### config.mk
export PLATFORM = sky130hd
export DESIGN_NAME = ram_arbiter
export DESIGN_NICKNAME = d
export VERILOG_FILES = /design/src/rtl/ram_arbiter.sv
export SDC_FILE = /design/constraint.sdc
export NUM_CORES = 1
export LEC_CHECK = 0
export BUFFER_PORTS_ARGS = -buffer_cell sky130_fd_sc_hd__buf_2
export CAP_MARGIN = 20
export CELL_PAD_IN_SITES_DETAIL_PLACEMENT = 0
export CELL_PAD_IN_SITES_GLOBAL_PLACEMENT = 2
export CORE_ASPECT_RATIO = 0.75
export CORE_UTILIZATION = 32
export DETAILED_ROUTE_END_ITERATION = 10
export PLACE_DENSITY_LB_ADDON = 0.12
export SYNTH_ARGS = -nofsm -noshare
export SYNTH_HDL_FRONTEND = slang
export SYNTH_SLANG_ARGS = --single-unit
### constraint.sdc
create_clock -name clk -period 2.4 [get_ports clk]
set_input_delay 0.24 -clock clk [delete_from_list [all_inputs] [get_ports clk]]
set_output_delay 0.24 -clock clk [all_outputs]
set_load 0.02 [all_outputs]
### src/rtl/ram_arbiter.sv
// rtl/ram_arbiter.sv - two-port arbiter in front of a single-port synchronous RAM
// Define RAM_ARB_FIXED_PRI_EN to make port A win every tie instead of round-robin.
module ram_arbiter #(
    parameter int ADDR_W = 15,
    parameter int DATA_W = 8
) (
    input  logic              clk,
    input  logic              FAB_RESET_N,
    input  logic              a_req,
    input  logic              a_we,
    input  logic [ADDR_W-1:0] a_addr,
    input  logic [DATA_W-1:0] a_wdata,
    output logic              a_ack,
    output logic [DATA_W-1:0] a_rdata,
    input  logic              b_req,
    input  logic              b_we,
    input  logic [ADDR_W-1:0] b_addr,
    input  logic [DATA_W-1:0] b_wdata,
    output logic              b_ack,
    output logic [DATA_W-1:0] b_rdata,
    output logic [ADDR_W-1:0] ram_addr,
    output logic [DATA_W-1:0] ram_din,
    output logic              ram_we,
    input  logic [DATA_W-1:0] ram_dout,
    output logic              busy
);

    typedef enum logic [1:0] {
        IDLE = 2'd0,
        ACC  = 2'd1,
        DONE = 2'd2
    } state_t;

    state_t            state;
    state_t            state_nxt;
    logic              any_req;
    logic              pick_b;
    logic              grant_b;
    logic              grant_we;
    logic [DATA_W-1:0] a_rdata_q;
    logic [DATA_W-1:0] b_rdata_q;

    assign any_req = a_req | b_req;

`ifndef RAM_ARB_FIXED_PRI_EN
    logic last_b;

    always_ff @(posedge clk or negedge FAB_RESET_N) begin
        if (!FAB_RESET_N) begin
            last_b <= 1'b1;
        end else if (state == IDLE && any_req) begin
            last_b <= pick_b;
        end
    end
`endif

    // A lone requester always wins; only a tie consults the priority rule.
    always_comb begin
        pick_b = b_req & ~a_req;
        if (a_req && b_req) begin
`ifdef RAM_ARB_FIXED_PRI_EN
            pick_b = 1'b0;
`else
            pick_b = ~last_b;
`endif
        end
    end

    always_ff @(posedge clk or negedge FAB_RESET_N) begin
        if (!FAB_RESET_N) begin
            state <= IDLE;
        end else begin
            state <= state_nxt;
        end
    end

    always_comb begin
        state_nxt = state;
        unique case (state)
            IDLE:    if (any_req) state_nxt = ACC;
            ACC:     state_nxt = DONE;
            DONE:    state_nxt = IDLE;
            default: state_nxt = IDLE;
        endcase
    end

    // RAM strobes are launched on entry to ACC; ram_we is withdrawn on leaving it.
    always_ff @(posedge clk or negedge FAB_RESET_N) begin
        if (!FAB_RESET_N) begin
            ram_addr <= '0;
            ram_din  <= '0;
            ram_we   <= 1'b0;
            grant_b  <= 1'b0;
            grant_we <= 1'b0;
        end else if (state == IDLE && any_req) begin
            grant_b  <= pick_b;
            grant_we <= pick_b ? b_we : a_we;
            ram_we   <= pick_b ? b_we : a_we;
            ram_addr <= pick_b ? b_addr : a_addr;
            ram_din  <= pick_b ? b_wdata : a_wdata;
        end else if (state == ACC) begin
            ram_we <= 1'b0;
        end
    end

    always_ff @(posedge clk or negedge FAB_RESET_N) begin
        if (!FAB_RESET_N) begin
            a_rdata_q <= '0;
            b_rdata_q <= '0;
        end else if (state == DONE && !grant_we) begin
            if (grant_b) begin
                b_rdata_q <= ram_dout;
            end else begin
                a_rdata_q <= ram_dout;
            end
        end
    end

    // RAM data only arrives in DONE, so the ack cycle forwards it and later cycles hold the copy.
    assign a_ack   = (state == DONE) && !grant_b;
    assign b_ack   = (state == DONE) && grant_b;
    assign a_rdata = (a_ack && !grant_we) ? ram_dout : a_rdata_q;
    assign b_rdata = (b_ack && !grant_we) ? ram_dout : b_rdata_q;
    assign busy    = (state != IDLE);

endmodule

==> results_dict.tcl, run 1 <==
set metrics [dict create \
    die_h_um 75.04 \
    power_uw 3799 \
    layout_commonest_cell "buf_2" \
    tritoncts "done" \
    crit_family "flip-flops" \
    p_switching_uw 1457 \
    wl_per_cell_um 13.19 \
    hold_ws_ns 0.02512 \
    r2r_cells 4 \
    seqPwrFrac_pct 35.0 \
    antenna_cells 0 \
    synth_seq_cells 45 \
    rsz0062_at_grt "false" \
    synth_cells 150 \
    p_sw_share_pct 38.34 \
    ff2ff_setup_slack_ns 0.59 \
    n_fill_cell 670 \
    status "complete, no violations" \
    finalCritPeriodShare_pct 83.09 \
    fp-row-count 26 \
    min_period_ns 1.994 \
    combinationalPowerShare_pct 52.8 \
    p_clk_share_pct 12.3 \
    root_buffer "clkbuf_8" \
    ys_types 21 \
    synth_area_mm2 0.002276 \
    clk_pin_slew_ns 0.07 \
    cap_violations 0 \
    hpwl_um 3289 \
    slowest_stage "dfrtp_1" \
    setup_tns_ns 0 \
    intPower_uw 2342 \
    ctsResizeCount 0 \
    cp_cell_sequence "and3b_1 -> and2_1 -> buf_4 -> mux2_2 -> buf_2" \
    gp_congestion 0.6146 \
    hold_viol 0 \
    start_kind "flip-flop" \
    drt_iter0_drc 26 \
    grtUsageMet1_pct 17.77 \
    drc 0 \
    syn2layout_area_growth_pct 30.57 \
    grt_first_pass_wirelength_um 7196 \
    layout_setup_ws_ns 0.4058 \
    cts_max_path_buffers 2 \
    layout-drive-gt1-share_pct 75.97 \
    numCtsBuffers 5 \
    required_ns 2.16 \
    grt_max_degree 46 \
    clk_latency_ns 0.29 \
    place_area_mm2 0.002885 \
    ir_drop_uv 473.8 \
    use_met2_pct 18.75 \
    nNetsFinal 318 \
    ys.warnings.count 0 \
    drt_wl_total_um 4512 \
    critical_path_buf_inv_count 2 \
    ios 103 \
    syn_avg_cell_area_um2 15.17 \
    h-tree-depth 2 \
    r2r-start "last_b$_DFFE_PN1P_" \
    worst-endpoint-arrival_ns 1.75 \
    slew_headroom_pct 62.18 \
    io_buffers 102 \
    drt_first_pass_iters 4 \
    slew_violations 0 \
    dieArea_mm2 0.007457 \
    num_vias 1517 \
    synth.yosys.seq_area_share_pct 49.53 \
    worstMarginPinSlew_ns 0.5673 \
    worst_hold_path_type "input port to async pin" \
    first_global_vias 1457 \
    skew_ns 0.006916 \
    critPathCaptureType "output port" \
    cts_sinks 45 \
    critical_path_class "flip-flop to output port" \
    slowest_delay_ns 0.40 \
    top_usage_layer "met2" \
    grt_use_met3_pct 4.271 \
    antenna_found_initial 0 \
    track_usage_pct 12.84 \
    powerDensity_mw_per_mm2 1278 \
    dp_slack_ns 0.5695 \
    max_freq_mhz 501.4 \
    start_util_pct 33.32 \
    die-width_um 99.38 \
    drt.antenna.violating_nets 0 \
    setup_viol_count_final 0 \
    postCtsSetupBuffers 0 \
    postLayoutCellArea_mm2 0.002972 \
    viasPerCell 4.436 \
    r2r-end "ram_din[0]$_DFFE_PN0P_" \
    p_leak_uw 0.001498 \
    synthesis.nets 210 \
    cts_hold_buffers 0 \
    grt_overflow 0 \
    final_cell_mix "buf_2 (102), mux2_2 (60), dfrtp_1 (44)" \
    path_max_fanout 10 \
    coreArea_mm2 0.006832 \
]
[how the worst max path moves through the flow]
stage	startpoint	endpoint	slack [ns]	cells past startpoint
2_1_floorplan	state[0]$_DFFE_PN0P_	b_rdata[0]	0.58	5
3_3_place_gp	last_b$_DFFE_PN1P_	ram_din[0]$_DFFE_PN0P_	0.59	4
3_5_place_dp	last_b$_DFFE_PN1P_	ram_din[0]$_DFFE_PN0P_	0.57	4
4_1_cts	state[0]$_DFFE_PN0P_	b_rdata[4]	0.38	5
5_1_grt	state[0]$_DFFE_PN0P_	a_rdata[4]	0.29	5
6_report	state[0]$_DFFE_PN0P_	b_rdata[4]	0.41	5
[cell usage after synthesis]
cell type  count  area (um^2)
and3b_1        1        8.760
nor2b_1        1        6.260
o21ai_2        1        8.760
buf_6          1        11.26
a21bo_1        1        10.01
mux2_2        60        675.7
a21oi_1        1        5.000
inv_1          3        11.26
mux2i_1        3        30.03
buf_2          3        15.01
mux2_4        18        270.3
dfrtp_1       44         1101
buf_8          2        30.03
dfstp_2        1        26.28
o2bb2ai_1      1        8.760
nor2_1         2        7.510
a31oi_1        1        6.260
nand2b_1       2        12.51
buf_4          2        15.01
and2_1         1        6.260
nor3_2         1        10.01
[flip-flops by register name, summed over array words and instances, names as in the netlist]
name	cells
ram_addr	15
b_rdata_q	8
state	2
a_rdata_q	8
ram_we	1
grant_b	1
last_b	1
ram_din	8
grant_we	1
[area by class of cell]
class	instances	area [um^2]	share of cell area (%)
clock buffers	7	86.33	2.905
inverters	3	11.26	0.3789
multi-input cells	94	1066	35.87
flip-flops and latches	45	1127	37.94
well taps	84	105.1	3.537
repair buffers	109	575.6	19.37
[power by group through the flow]
stage / clock network, uW / registers, uW / logic [uW]
finish: 465 / 1330 / 2000
floorplan: 0 / 1590 / 1180
global placement: 0 / 1350 / 2020
detailed placement: 0 / 1350 / 2040
CTS: 494 / 1330 / 2040
global route: 526 / 1390 / 2170
[stage by stage]
| step | std cells | util (%) |
|---|---|---|
| final | 342 | 43.50 |
| after detailed placement | 335 | 42.23 |
| after global placement | 335 | 42.23 |
| after global routing | 342 | 43.50 |
| after floorplan | 150 | - |
| after CTS | 342 | 43.50 |
[logic make-up after synthesis]
group | share of synthesized area [%]
AOI/OAI and AO/OA | 1.704
buffers and inverters | 3.628
DFF | 49.53
muxes | 42.88
and+or+nand+nor | 2.254
[per-layer routing]
| layer | wire [um] | share of wire (%) |
|---|---|---|
| met1 | 2221 | 49 |
| met2 | 1906 | 42 |
| met3 | 338 | 7.5 |
| met4 | 46 | 1.0 |
| met5 | 0 | 0 |
No activity file was read; power rests on OpenSTA's default activity.
==> inputs of run 2 (changes only) <==
--- a/config.mk
+++ b/config.mk
@@ -5,12 +5,13 @@
 export SDC_FILE = /design/constraint.sdc
 export NUM_CORES = 1
 export LEC_CHECK = 0
+export ABC_AREA = 1
 export BUFFER_PORTS_ARGS = -buffer_cell sky130_fd_sc_hd__buf_2
 export CAP_MARGIN = 20
 export CELL_PAD_IN_SITES_DETAIL_PLACEMENT = 0
 export CELL_PAD_IN_SITES_GLOBAL_PLACEMENT = 2
 export CORE_ASPECT_RATIO = 0.75
-export CORE_UTILIZATION = 32
+export CORE_UTILIZATION = 25
 export DETAILED_ROUTE_END_ITERATION = 10
 export PLACE_DENSITY_LB_ADDON = 0.12
 export SYNTH_ARGS = -nofsm -noshare
==> constraint.sdc (replaced) <==
create_clock -name clk -period 1.9 [get_ports clk]
set_input_delay 0.19 -clock clk [delete_from_list [all_inputs] [get_ports clk]]
set_output_delay 0.19 -clock clk [all_outputs]
set_load 0.02 [all_outputs]
==> results_dict.tcl, run 2 <==
set metrics [dict create \
    status "complete, no violations" \
    setup_tns_ns 0 \
    synth_cells 317 \
    cts_max_path_buffers 2 \
    instances_no_fill 549 \
    power_uw 5096 \
    drt_wl_total_um 6373 \
    finalCritPeriodShare_pct 91.58 \
    yosysMostFrequentCell "nand2_1" \
    clk_latency_ns 0.28 \
    max_freq_mhz 574.7 \
    viasPerCell 4.120 \
    layout-drive-gt1-share_pct 29.93 \
    nNetsFinal 480 \
    cp_cell_sequence "nor2_4 -> nand3_2 -> nand2_1 -> nand2_1 -> buf_2" \
    die-width_um 113.4 \
    slowest_stage "dfrtp_1" \
    num_vias 2262 \
    slew_headroom_pct 53.11 \
    synth_top_area_share_pct 47.36 \
    root_buffer "clkbuf_16" \
    synthesis.nets 377 \
    cts_sinks 45 \
    critPathCaptureType "output port" \
    first_global_vias 2148 \
    p_leak_uw 0.001916 \
    wl_per_cell_um 11.61 \
    worstMarginPinSlew_ns 0.7008 \
    synth.yosys.seq_area_share_pct 48.49 \
    start_util_pct 25.70 \
    start_kind "flip-flop" \
    setup_viol_count_final 0 \
    top_register "ram_addr" \
    place_area_mm2 0.002974 \
    antenna_found_initial 0 \
    drc 0 \
    ys_types 18 \
    final_cell_mix "nand2_1 (125), buf_2 (102), inv_1 (51)" \
    min_period_ns 1.740 \
    drt_first_pass_iters 4 \
    critical_path_class "flip-flop to output port" \
    slowest_delay_ns 0.43 \
    largest_register_ffs 15 \
    antenna_cells 0 \
    synth_area_mm2 0.002325 \
    grt_max_degree 29 \
    layout_commonest_cell "nand2_1" \
    synth_seq_cells 45 \
    io_buffers 102 \
    required_ns 1.71 \
    ys.warnings.count 0 \
    h-tree-depth 2 \
    synth_common_cells "nand2_1 (125), nand3_1 (52), inv_1 (51)" \
    hold_viol 0 \
    path_max_fanout 9 \
    worst-endpoint-arrival_ns 1.55 \
    dieArea_mm2 0.009693 \
    worst_hold_path_type "input port to flip-flop" \
    tritoncts "done" \
    crit_family "simple AND/OR/NAND/NOR gates" \
    ios 103 \
    die_h_um 85.51 \
    ir_drop_uv 519.2 \
    grt_first_pass_wirelength_um 10590 \
    cp_common_cell "nand2_1" \
    synth_area_leaders "dfrtp_1 (47%), nand2_1 (20%), nand3_1 (11%)" \
    gp_congestion 0.7601 \
    cap_violations 0 \
    synth_flop_cell "dfrtp_1" \
    async_flop_share_pct 100.0 \
    syn_avg_cell_area_um2 7.334 \
    fp-row-count 30 \
    skew_ns 0.002219 \
    clk_pin_slew_ns 0.06 \
    drt_iter0_drc 115 \
    placed_cells 540 \
    n_fill_cell 1049 \
    syn2layout_area_growth_pct 34.71 \
    powerDensity_mw_per_mm2 1627 \
    critical_path_buf_inv_count 1 \
    rsz0062_at_grt "false" \
    synth.largest_area_cell "dfrtp_1" \
    track_usage_pct 14.04 \
    numCtsBuffers 5 \
    grt_overflow 0 \
    coreArea_mm2 0.009046 \
    postLayoutCellArea_mm2 0.003132 \
    hpwl_um 4748 \
    slew_violations 0 \
    drt.antenna.violating_nets 0 \
    synth_edf_count 0 \
]
[run 2: worst paths after layout]
kind                                          startpoint                  endpoint  slack, ns  depth (start not counted)
worst max register to register      state[1]$_DFFE_PN0P_  ram_addr[10]$_DFFE_PN0P_       0.51                          6
worst max-delay path                state[0]$_DFFE_PN0P_                a_rdata[2]       0.16                          5
max in group asynchronous                    FAB_RESET_N       grant_b$_DFFE_PN0P_       0.99                          3
worst min-delay path                           a_addr[5]   ram_addr[5]$_DFFE_PN0P_       0.20                          5
worst min register to register  b_rdata_q[1]$_DFFE_PN0P_  b_rdata_q[1]$_DFFE_PN0P_       0.46                          2
min in group asynchronous                    FAB_RESET_N    ram_din[6]$_DFFE_PN0P_       0.39                          2
[run 2: kinds of logic (layout without fill, tap and decap cells)]
kind of cell / after synthesis / in the layout / synth area share, %
flops: 45 / 45 / 48.49
buf+inv: 69 / 173 / 12.76
simple gates: 201 / 201 / 37.84
compound gates: 2 / 2 / 0.9149
[run 2: worst register-to-register path: stages (launching register included)]
cell and delay (ns):
dfrtp_1 0.39, inv_2 0.09, nand2_1 0.12, nor2_4 0.36, buf_4 0.24, nand3_1 0.08
nand2_1 0.06
[run 2: cell type report]
cell class	instances	area, um^2	area share, %
clock buffer	8	136.4	4.355
inverter	54	202.7	6.472
multi-input combinational	203	910.9	29.09
sequential	45	1129	36.04
tap	128	160.2	5.114
timing repair buffer	111	593.1	18.94
[run 2: layer usage]
metal  up-vias  wire, um  GRT usage, %
li1       1183         -             -
met1      1007      3156         19.71
met3         4       481         4.876
met5         -         0             0
met2        68      2683         20.58
met4         0        51         3.589
[run 2: where the power goes]
part | internal (uW) | switching [uW] | total, uW
logic | 828 | 1740 | 2570
registers | 1450 | 246 | 1690
clock network | 489 | 340 | 829
[run 2: per-stage QoR]
step | hold slack [ns] | utilization, % | setup WS (ns)
detailed placement | 0.1702 | 32.88 | 0.3699
global route | 0.2221 | 34.62 | 0.02469
CTS | 0.1993 | 34.50 | 0.03794
global placement | 0.1713 | 32.88 | 0.3791
floorplan | -0.1056 | - | 0.5521
finish | 0.2004 | 34.62 | 0.1600
[run 2: what timing repair did]
item | CTS | global route
endpoints found under the setup margin | 0 | 16
gates resized for setup | 0 | 3
hold buffers | 1 | 0
setup buffers | 0 | 0
endpoints found under the hold margin | 16 | 0
